File: config.mk
export PLATFORM = sky130hd
export DESIGN_NAME = uart_rx_fifo
export DESIGN_NICKNAME = d
export VERILOG_FILES = /design/src/rtl/uart_rx_fifo.sv
export SDC_FILE = /design/constraint.sdc
export NUM_CORES = 1
export LEC_CHECK = 0
export ABC_AREA = 1
export CORE_MARGIN = 5
export CORE_UTILIZATION = 40
export CTS_CLUSTER_DIAMETER = 200
export DETAILED_ROUTE_END_ITERATION = 12
export HOLD_SLACK_MARGIN = 0.06
export PLACE_DENSITY = 0.67
export RECOVER_POWER = 50
export SLEW_MARGIN = 25
export SYNTH_ARGS = -nofsm -noshare
export SYNTH_HDL_FRONTEND = slang
export SYNTH_SLANG_ARGS = --single-unit
File: constraint.sdc
create_clock -name clk -period 5.6 [get_ports clk]
set_clock_uncertainty 0.15 [all_clocks]
set_input_delay 1.68 -clock clk [delete_from_list [all_inputs] [get_ports clk]]
set_output_delay 1.68 -clock clk [all_outputs]
set_load 0.02 [all_outputs]
File: src/rtl/uart_rx_fifo.sv
// Receive-side byte FIFO behind the UART RX controller: one write per data_valid frame,
// first-word fall-through read port, sticky overrun. Optional almost_full via UART_RX_FIFO_AF_EN.
module uart_rx_fifo #(
  parameter int DATA_WIDTH = 8,
  parameter int DEPTH      = 8,
  parameter int ADDR_W     = $clog2(DEPTH),
  parameter int AF_THRESH  = DEPTH - 2
) (
  input  logic                  clk,
  input  logic                  rst,
  input  logic [DATA_WIDTH-1:0] p_data,
  input  logic                  data_valid,
  output logic [DATA_WIDTH-1:0] rd_data,
  output logic                  rd_valid,
  input  logic                  rd_ready,
  output logic                  full,
  output logic                  empty,
  output logic [ADDR_W:0]       count,
  output logic                  overrun,
  input  logic                  clr_overrun
`ifdef UART_RX_FIFO_AF_EN
  ,
  output logic                  almost_full
`endif
);

  logic [DATA_WIDTH-1:0] mem_r [DEPTH];
  logic [ADDR_W:0]       wr_ptr_r;
  logic [ADDR_W:0]       rd_ptr_r;
  logic                  dv_q_r;
  logic                  overrun_r;

  logic                  wr_stb_s;
  logic                  rd_fire_s;
  logic                  wr_acc_s;
  logic                  drop_s;
  logic                  full_s;
  logic                  empty_s;
  logic [ADDR_W:0]       count_s;

  // Pointer MSB distinguishes full from empty when the indices coincide.
  assign empty_s  = (wr_ptr_r == rd_ptr_r);
  assign full_s   = (wr_ptr_r[ADDR_W] != rd_ptr_r[ADDR_W]) &&
                    (wr_ptr_r[ADDR_W-1:0] == rd_ptr_r[ADDR_W-1:0]);
  assign count_s  = wr_ptr_r - rd_ptr_r;

  assign wr_stb_s  = data_valid & ~dv_q_r;
  assign rd_fire_s = ~empty_s & rd_ready;
  assign wr_acc_s  = wr_stb_s & (~full_s | rd_fire_s);
  assign drop_s    = wr_stb_s & full_s & ~rd_fire_s;

  assign rd_data  = empty_s ? {DATA_WIDTH{1'b0}} : mem_r[rd_ptr_r[ADDR_W-1:0]];
  assign rd_valid = ~empty_s;
  assign full     = full_s;
  assign empty    = empty_s;
  assign count    = count_s;
  assign overrun  = overrun_r;

`ifdef UART_RX_FIFO_AF_EN
  localparam logic [ADDR_W:0] AF_LVL = AF_THRESH[ADDR_W:0];
  assign almost_full = (count_s >= AF_LVL);
`endif

  // Pointers, frame-edge detector and sticky overrun flag.
  always_ff @(posedge clk or negedge rst) begin
    if (!rst) begin
      wr_ptr_r  <= {(ADDR_W+1){1'b0}};
      rd_ptr_r  <= {(ADDR_W+1){1'b0}};
      dv_q_r    <= 1'b0;
      overrun_r <= 1'b0;
    end else begin
      dv_q_r <= data_valid;
      if (wr_acc_s) begin
        wr_ptr_r <= wr_ptr_r + (ADDR_W+1)'(1);
      end else begin
        wr_ptr_r <= wr_ptr_r;
      end
      if (rd_fire_s) begin
        rd_ptr_r <= rd_ptr_r + (ADDR_W+1)'(1);
      end else begin
        rd_ptr_r <= rd_ptr_r;
      end
      // A new drop wins over a clear requested in the same cycle.
      if (drop_s) begin
        overrun_r <= 1'b1;
      end else if (clr_overrun) begin
        overrun_r <= 1'b0;
      end else begin
        overrun_r <= overrun_r;
      end
    end
  end

  // Storage array; contents are deliberately left unreset.
  always_ff @(posedge clk) begin
    if (wr_acc_s) begin
      mem_r[wr_ptr_r[ADDR_W-1:0]] <= p_data;
    end
  end

endmodule

## After elaboration in Yosys (flattened, before gate mapping)

Memories as Yosys holds them, arrays and structs flattened.
Cells that the tools add are included.

- Memory bits (read-only): 0
- Bits in writable memories: 64
- Latch bits: 0
- Logic and storage cells: 28
- Memories kept: 1
- Output and inout bits: 16
- Register bits: 10

Memory list:

| name | words | width | rd ports | clocked after memory_dff | write ports | line | text |
|---|---|---|---|---|---|---|---|
| mem_r | 8 | 8 | 1 | 0 | 1 | 27 | `logic [DATA_WIDTH-1:0] mem_r [DEPTH];` |

- Reduce and logical (&&, ||, !) cells: 2
- Multiplexer cells: 5
- Magnitude comparators: 0
- Divide/modulo/power cells: 0
- $mul: 0
- Equality and inequality tests: 3
- $add $sub $neg: 3
- Shift operators: 0
- Bitwise operators: 10

Operators by type and width:

| operator | count |
|---|---|
| 4-bit by 1-bit adder with 4-bit output, second input constant | 2 |
| 8-bit two-way mux | 1 |
| 1-bit AND | 5 |
| 4-bit equality test | 1 |
| 1-bit two-way mux | 4 |
| 1-bit NOT | 4 |
| 4-bit subtractor | 1 |
| 3-bit equality test | 1 |
| 2-bit nonzero test | 1 |
| 1-bit logical AND | 1 |
| 1-bit inequality test | 1 |
| 1-bit OR | 1 |

## Logic depth before layout (Yosys ltp)

Gate-level depths: netlist of run 1.

- Word-level depth: 7
- Mapped depth: 10
- Depth with buffers taken out: 8

## Least setup slack after synthesis of run 1

Ideal clock, no wire load.

- Path type: flip-flop to output port
- Start point: reg rd_ptr_r[2]
- End point: out rd_data[0]
- Arrival time: 1771 ps
- Setup slack: 1999 ps
- Stages on the path, launching flop included: 10
- Cells stage by stage: dfrtp_1 buf_2 buf_2 inv_1 ha_1 nand3_4 nor2_8 inv_4 nand2_1 nor2_1

- Word-level cells in the longest chain between the ends: 2
- Elaborated cells on any way between the ends: 3
- Classes of those cells: eq/ne (1); mux (1); memory (1)

Ends and longest elaborated chain:

| element | line | text |
|---|---|---|
| from (decl) | 29 | `logic [ADDR_W:0] rd_ptr_r;` |
| from (signal assigned) | 68 | `rd_ptr_r <= {(ADDR_W+1){1'b0}};` |
| from (signal assigned) | 79 | `rd_ptr_r <= rd_ptr_r + (ADDR_W+1)'(1);` |
| from (signal assigned) | 81 | `rd_ptr_r <= rd_ptr_r;` |
| 4-bit equality test | 42 | `assign empty_s = (wr_ptr_r == rd_ptr_r);` |
| via empty | 17 | `output logic empty,` |
| 8-bit two-way mux | 52 | `assign rd_data = empty_s ? {DATA_WIDTH{1'b0}} : mem_r[rd_ptr_r[ADDR_W-1:0]];` |
| to (decl) | 13 | `output logic [DATA_WIDTH-1:0] rd_data,` |

The timed path passes the listed nets, and every way through them passes these cells.

## Worst setup path after layout of run 1

- Start point: reg rd_ptr_r[0]
- End point: out rd_data[0]

- Word-level cells in the longest chain between the ends: 2
- Elaborated cells on any way between the ends: 3
- Classes of those cells: eq/ne (1); mux (1); memory (1)

Ends and longest elaborated chain:

| element | line |
|---|---|
| memory read 8 x 8 bit or 4-bit equality test (tied branches) | - |
| 8-bit two-way mux (*) | 52 |

Mark *: on every way between the ends. The rest lies on a longest branch, timed or not.

==> impl_results.md, run 1 <==
* Status: completed
* # hold bufs at CTS at 0
* Post-Syn Nets at 396
* Sequential-to-total area share from yosys stat at 60.5%
* Syn Std Cell Area at 0.00359 sq mm
* Initial DRC count at 206
* Crit path max fanout at 20
* Final setup viols at 0
* Final wirelength at 7.25 mm
* Hold_ws at 386 ps
* Post-CTS sizing at 0
* # fillers at 792
* Drt drc at 0
* Vias in the first global route at 2,241
* Gr ovfl total at 0
* Share of cells above drive strength 1 at 7.56%
* # port buffers at 28
* Hold Startpoint: rd_ptr_r[3]
* Period utilization at 80.8%
* Maximum root-to-sink buffer count at 2
* CTS tree: built
* Sequential cell area at 0.00217 sq mm
* Syn Inst Count at 377
* Commonest non-fill, non-tap cell in the layout: nand2_1
* Pre-antenna DRT Iters at 4
* Crit path capture type: primary output
* Setup CP Type: reg -> out
* Switching share of power at 41.8%
* First-pass GRT wire length at 11.8 mm
* CP required at 3770 ps
* Hold Path End: rd_ptr_r[3]
* Cell variety after synth at 24
* H-tree depth at 3
* P_leak at 0.00188 uW
* Detailed placement HPWL at 4.57 mm
* Synth-to-layout area growth at 14.9%
* Vias at 2,372
* Clock Sinks at 74
* RR Endpoint: mem_r[0][0]
* Core box area at 0.00872 sq mm
* Unrepaired setup endpoints after global routing: false
* Achievable clock frequency at 221 MHz
* Clock power frac at 19.6%
* Most frequent cells in the layout: nand2_1 (112), inv_1 (76), edfxtp_1 (64)
* Rel. slew slack at 32.7%
* Die ar. at 0.0110 sq mm
* Num CTS Buffers at 9
* P_int at 1290 uW
* Crit path max-delay cell type: dfrtp_1
* Routed wire per std cell at 14.0 microns
* Worst-Skew Late Latency at 360 ps
* Multi-input logic area at 1000 sq um
* CTS clock-pin slew for the worst setup and hold paths at 90 ps
* Die Y at 105 microns
* Setup_tns at 0 ps
* Slew Viols, Final at 0
* Top Ports at 29
* Yosys warns at 0
* Reg power frac at 32.3%
* Nets at 424
* Fin util at 47.3%
* CTS Root Cell: clkbuf_8
* Die Width at 105 microns
* Worst R2R Path Depth at 6
* Vias per std cell at 4.58
* Num rows at 34
* Worst Max-Slew Pin Slew at 1010 ps
* CP Cell Sequence: ha_1 > nand3_4 > nor2_8 > inv_4 > nand2_1 > nor2_1 > clkdlybuf4s50_1
* Crit path DAT at 2690 ps
* Crit path time final at 4520 ps
* Total global-route track usage at 13.8%
* Largest net degree at the start of global routing at 34
* Max IR drop VDD at 263 uV
* Post-CTS setup buffer count at 0
* ANT nets after route at 0
* Ant diodes at 0
* Initial Utilization at 41.2%
* Inst Count DP at 502
* R2R Setup Slk at 2490 ps
* CP Buf/Inv Count at 2
* P_sw at 925 uW
* Crit start category: flop
* Hold Path Stages at 2
* CP max stage delay at 830 ps
* Fin. Hold Viols at 0
* Comb power frac at 48.1%
* Maxcap violations at 0
* CP delay by family, top: flip-flops
* Initial antenna violation count at 0
* Fin cells at 518
* Syn Area/Cell at 9.53 sq um
* Start of the worst register-to-register path: rd_ptr_r[0]
* Number of synthesized register bits at 74
* GP Congestion at 0.788
* Power density cells at 536 mW/mm^2
* Worst Hold Class: reg -> reg
==> logic make-up (layout without fill, tap and decap cells) <==
logic type / Yosys count / count (layout) / share of synthesized area [%]
and+or+nand+nor: 194 / 194 / 24.1
buffers and inverters: 95 / 128 / 11.5
DFF: 74 / 74 / 60.5
adders and majority gates: 6 / 6 / 2.30
xor gates and xnor gates: 5 / 5 / 1.22
AOI/OAI and AO/OA: 3 / 3 / 0.418
==> power groups by stage <==
stage	Clock [uW]	Combinational (uW)	Sequential, uW
6_report	434	1060	715
5_1_grt	465	1180	724
4_1_cts	438	1090	715
3_5_place_dp	0	1080	728
3_3_place_gp	0	1070	724
2_1_floorplan	0	756	690
==> final cells by class <==
class	instances	share of cell area (%)
clock buffer	9	3.00
clock inverter	7	2.00
inverter	81	7.58
multi-input combinational	208	24.2
sequential	74	52.6
tap	108	3.27
timing repair buffer	31	7.33
==> metrics by stage <==
step / setup WS [ps] / total power, uW / cell area, sq um
6_report: 1080 / 2210 / 4130
5_1_grt: 920 / 2360 / 4130
4_1_cts: 1060 / 2240 / 4140
3_5_place_dp: 1450 / 1810 / 3930
3_3_place_gp: 1450 / 1790 / 3930
2_1_floorplan: 2000 / 1450 / 3590
==> sequential cells by signal (all words and copies together) (netlist names) <==
signal / cells
mem_r: 64
rd_ptr_r: 4
wr_ptr_r: 4
dv_q_r: 1
overrun: 1
==> per-layer routing <==
metal	up-vias	share of wire, %	global-route usage, %
met2	46	47	20.9
met1	1083	48	19.2
met5	-	0	0
li1	1231	-	-
met3	12	4.4	3.88
met4	0	1.3	4.38
==> synthesized netlist by cell type <==
cell        n  area, sq um
o21ai_0     2         10.0
nand3_2     1         10.0
inv_2       1         3.75
nor2_2      1         6.26
buf_6       4         45.0
nor2_1     26         97.6
nand2_4     3         33.8
nand4_1     1         6.26
inv_4       3         18.8
xnor2_1     1         8.76
buf_2       8         40.0
nand2_1   111          417
ha_1        5         62.6
xor2_1      4         35.0
nand3_1    48          240
buf_4       2         15.0
dfrtp_1    10          250
inv_1      76          285
nor2_8      1         20.0
fa_1        1         20.0
nand3_4     2         35.0
a21oi_1     1         5.00
edfxtp_1   64         1920
clkinv_2    1         5.00
==> worst min-delay path, cell delays in order (launching register included) <==
cell and delay, ps:
dfrtp_1 390, nand2_1 70, nand2_1 50
==> worst max path at each step <==
stage,to,slack [ps],startpoint,cells past startpoint
after global routing,rd_data[3],920,rd_ptr_r[0],7
after global placement,mem_r[3][4],1450,data_valid,5
after detailed placement,rd_data[0],1450,rd_ptr_r[0],7
final,rd_data[0],1080,rd_ptr_r[0],7
after CTS,rd_data[2],1060,rd_ptr_r[0],7
after floorplan,rd_data[0],2000,rd_ptr_r[2],9
Note: power is estimated with default switching activity, not from simulation.
==> run 2, diff against run 1 <==
Clock period 5.6 ns to 4.5 ns, I/O delays scaled along.
==> impl_results.md, run 2 (same netlist as run 1, synthesis figures left out) <==
* Maximum root-to-sink buffer count at 2 (unchanged)
* Vias in the first global route at 2,384 (+6.4%)
* Hold Startpoint: overrun
* Largest net degree at the start of global routing at 34 (unchanged)
* Crit path max fanout at 10 (-50%)
* Commonest non-fill, non-tap cell in the layout: nand2_1
* Maxcap violations at 0 (unchanged)
* Core box area at 0.00872 sq mm (unchanged)
* Status: completed
* Initial antenna violation count at 0 (unchanged)
* Post-DP Area at 0.00399 sq mm (+1.5%)
* Worst-Skew Late Latency at 340 ps (-20 ps)
* Total global-route track usage at 13.6% (-0.15 points)
* PnR Total Power at 2660 uW (+20%)
* Unrepaired setup endpoints after global routing: false
* Vias per std cell at 4.70 (+2.6%)
* Hold Path End: overrun
* Most frequent cells in the layout: nand2_1 (112), inv_1 (76), edfxtp_1 (64)
* P_leak at 0.00190 uW (+0.95%)
* Synth-to-layout area growth at 15.1%
* Fin. Hold Viols at 0 (unchanged)
* Die Width at 105 microns (unchanged)
* Routed wire per std cell at 14.1 microns (+0.82%)
* Clock power frac at 16.0% (-3.6 points)
* Final instance area at 0.00413 sq mm (+0.12%)
* # port buffers at 28 (unchanged)
* Slew Viols, Final at 0 (unchanged)
* CP delay by family, top: buffers and inverters
* Comb power frac at 51.3% (+3.2 points)
* Crit path capture type: primary output
* ANT nets after route at 0 (unchanged)
* Share of cells above drive strength 1 at 7.66% (+0.095 points)
* CP max stage delay at 640 ps (-190 ps)
* R2R Setup Slk at 1900 ps (-590 ps)
* Setup_tns at 0 ps (unchanged)
* Multi-input logic area at 997 sq um (-0.25%)
* Crit start category: flop
* Num CTS Buffers at 9 (unchanged)
* Rel. slew slack at 65.9% (+33 points)
* Sequential cell area at 0.00217 sq mm (unchanged)
* P_sw at 1120 uW (+21%)
* # hold bufs at CTS at 0 (unchanged)
* P_int at 1540 uW (+20%)
* H-tree depth at 3 (unchanged)
* Dpl ws at 883 ps (-568 ps)
* Initial Utilization at 41.2% (unchanged)
* CP Cell Sequence: inv_1 > ha_1 > nand3_4 > nor2_8 > inv_4 > nand2_1 > nor2_1 > clkdlybuf4s50_1
* Worst Hold Class: reg -> reg
* CP required at 3000 ps (-770 ps)
* Largest register FFs at 64 (unchanged)
* Start of the worst register-to-register path: wr_ptr_r[0]
* Final wirelength at 7.42 mm (+2.4%)
* # fillers at 807 (+1.9%)
* Num rows at 34 (unchanged)
* Hold Path Stages at 2 (unchanged)
* CTS tree: built
* Worst Max-Slew Pin Slew at 509 ps (-497 ps)
* First-pass GRT wire length at 11.7 mm (-0.71%)
* RR Endpoint: mem_r[5][6]
* CTS Root Cell: clkbuf_8
* Gr ovfl total at 0 (unchanged)
* Final setup viols at 0 (unchanged)
* Crit path DAT at 2500 ps (-190 ps)
* Top Ports at 29 (unchanged)
* Clock Sinks at 74 (unchanged)
* Crit path max-delay cell type: clkdlybuf4s50_1
* Reg power frac at 32.7% (+0.4 points)
* Nets at 432 (+1.9%)
* CP Buf/Inv Count at 3 (+1)
* Detailed placement HPWL at 4.72 mm (+3.4%)
* Initial DRC count at 125 (-39%)
* Die ar. at 0.0110 sq mm (unchanged)
* Pre-antenna DRT Iters at 4 (unchanged)
* Ant diodes at 0 (unchanged)
* Post-CTS setup buffer count at 0 (unchanged)
* Die Y at 105 microns (unchanged)
* Max IR drop VDD at 281 uV (+6.9%)
* Achievable clock frequency at 250 MHz
* Worst R2R Path Depth at 8 (+2)
* Setup CP Type: reg -> out
* Worst Slack Setup Final at 498 ps (-579 ps)
* CTS clock-pin slew for the worst setup and hold paths at 80 ps (about the same)
* Crit path time final at 4000 ps
* Drt drc at 0 (unchanged)
* Switching share of power at 42.0% (+0.22 points)
* Power density cells at 644 mW/mm^2 (+20%)
* Vias at 2,471 (+4.2%)
* Period utilization at 88.9%
* GP Congestion at 0.773 (-1.9%)
* Post-CTS sizing at 0 (unchanged)
run 2: worst max-delay path by stage:
| stage | slack, ps | start | endpoint | depth (start not counted) |
|---|---|---|---|---|
| 2_1_floorplan | 1230 | rd_ptr_r[2] | rd_data[0] | 9 |
| 3_3_place_gp | 900 | wr_ptr_r[0] | rd_data[2] | 8 |
| 3_5_place_dp | 880 | wr_ptr_r[0] | rd_data[2] | 8 |
| 4_1_cts | 490 | wr_ptr_r[0] | rd_data[2] | 8 |
| 5_1_grt | 400 | wr_ptr_r[0] | rd_data[2] | 8 |
| 6_report | 500 | wr_ptr_r[0] | rd_data[2] | 8 |
run 2: area by class of cell:
type / count / share of cell area [%]
sequential: 74 / 52.5
multi-input combinational: 208 / 24.1
timing repair buffer: 39 / 8.78
inverter: 81 / 7.57
clock buffer: 12 / 3.27
tap: 108 / 3.27
clock inverter: 4 / 0.454
run 2: worst min-delay path: cells and delay by family, from the launching register on:
kind	cells	cell delay, ps
compound gates	1	60
buf+inv	1	50
flops	1	380
run 2: power by group through the flow:
stage	logic [uW]	clock network (uW)	registers, uW
floorplan	941	0	859
finish	1360	425	870
CTS	1390	437	870
detailed placement	1380	0	885
global placement	1360	0	883
global route	1500	461	878
run 2: layer usage:
layer / track usage (%) / part of all wire, % / vias to the layer above / wire (microns)
met5: 0 / 0 / - / 0
met1: 17.7 / 46 / 1164 / 3400
met4: 5.94 / 2.1 / 0 / 153
met3: 2.84 / 4.8 / 14 / 354
li1: - / - / 1240 / -
met2: 22.1 / 47 / 53 / 3520
run 2: through the flow:
stage	util [%]	hold slack, ps	std cells
3_3_place_gp	45.8	350	510
3_5_place_dp	45.8	365	510
5_1_grt	47.4	396	526
2_1_floorplan	-	313	377
4_1_cts	47.5	380	526
6_report	47.4	375	526
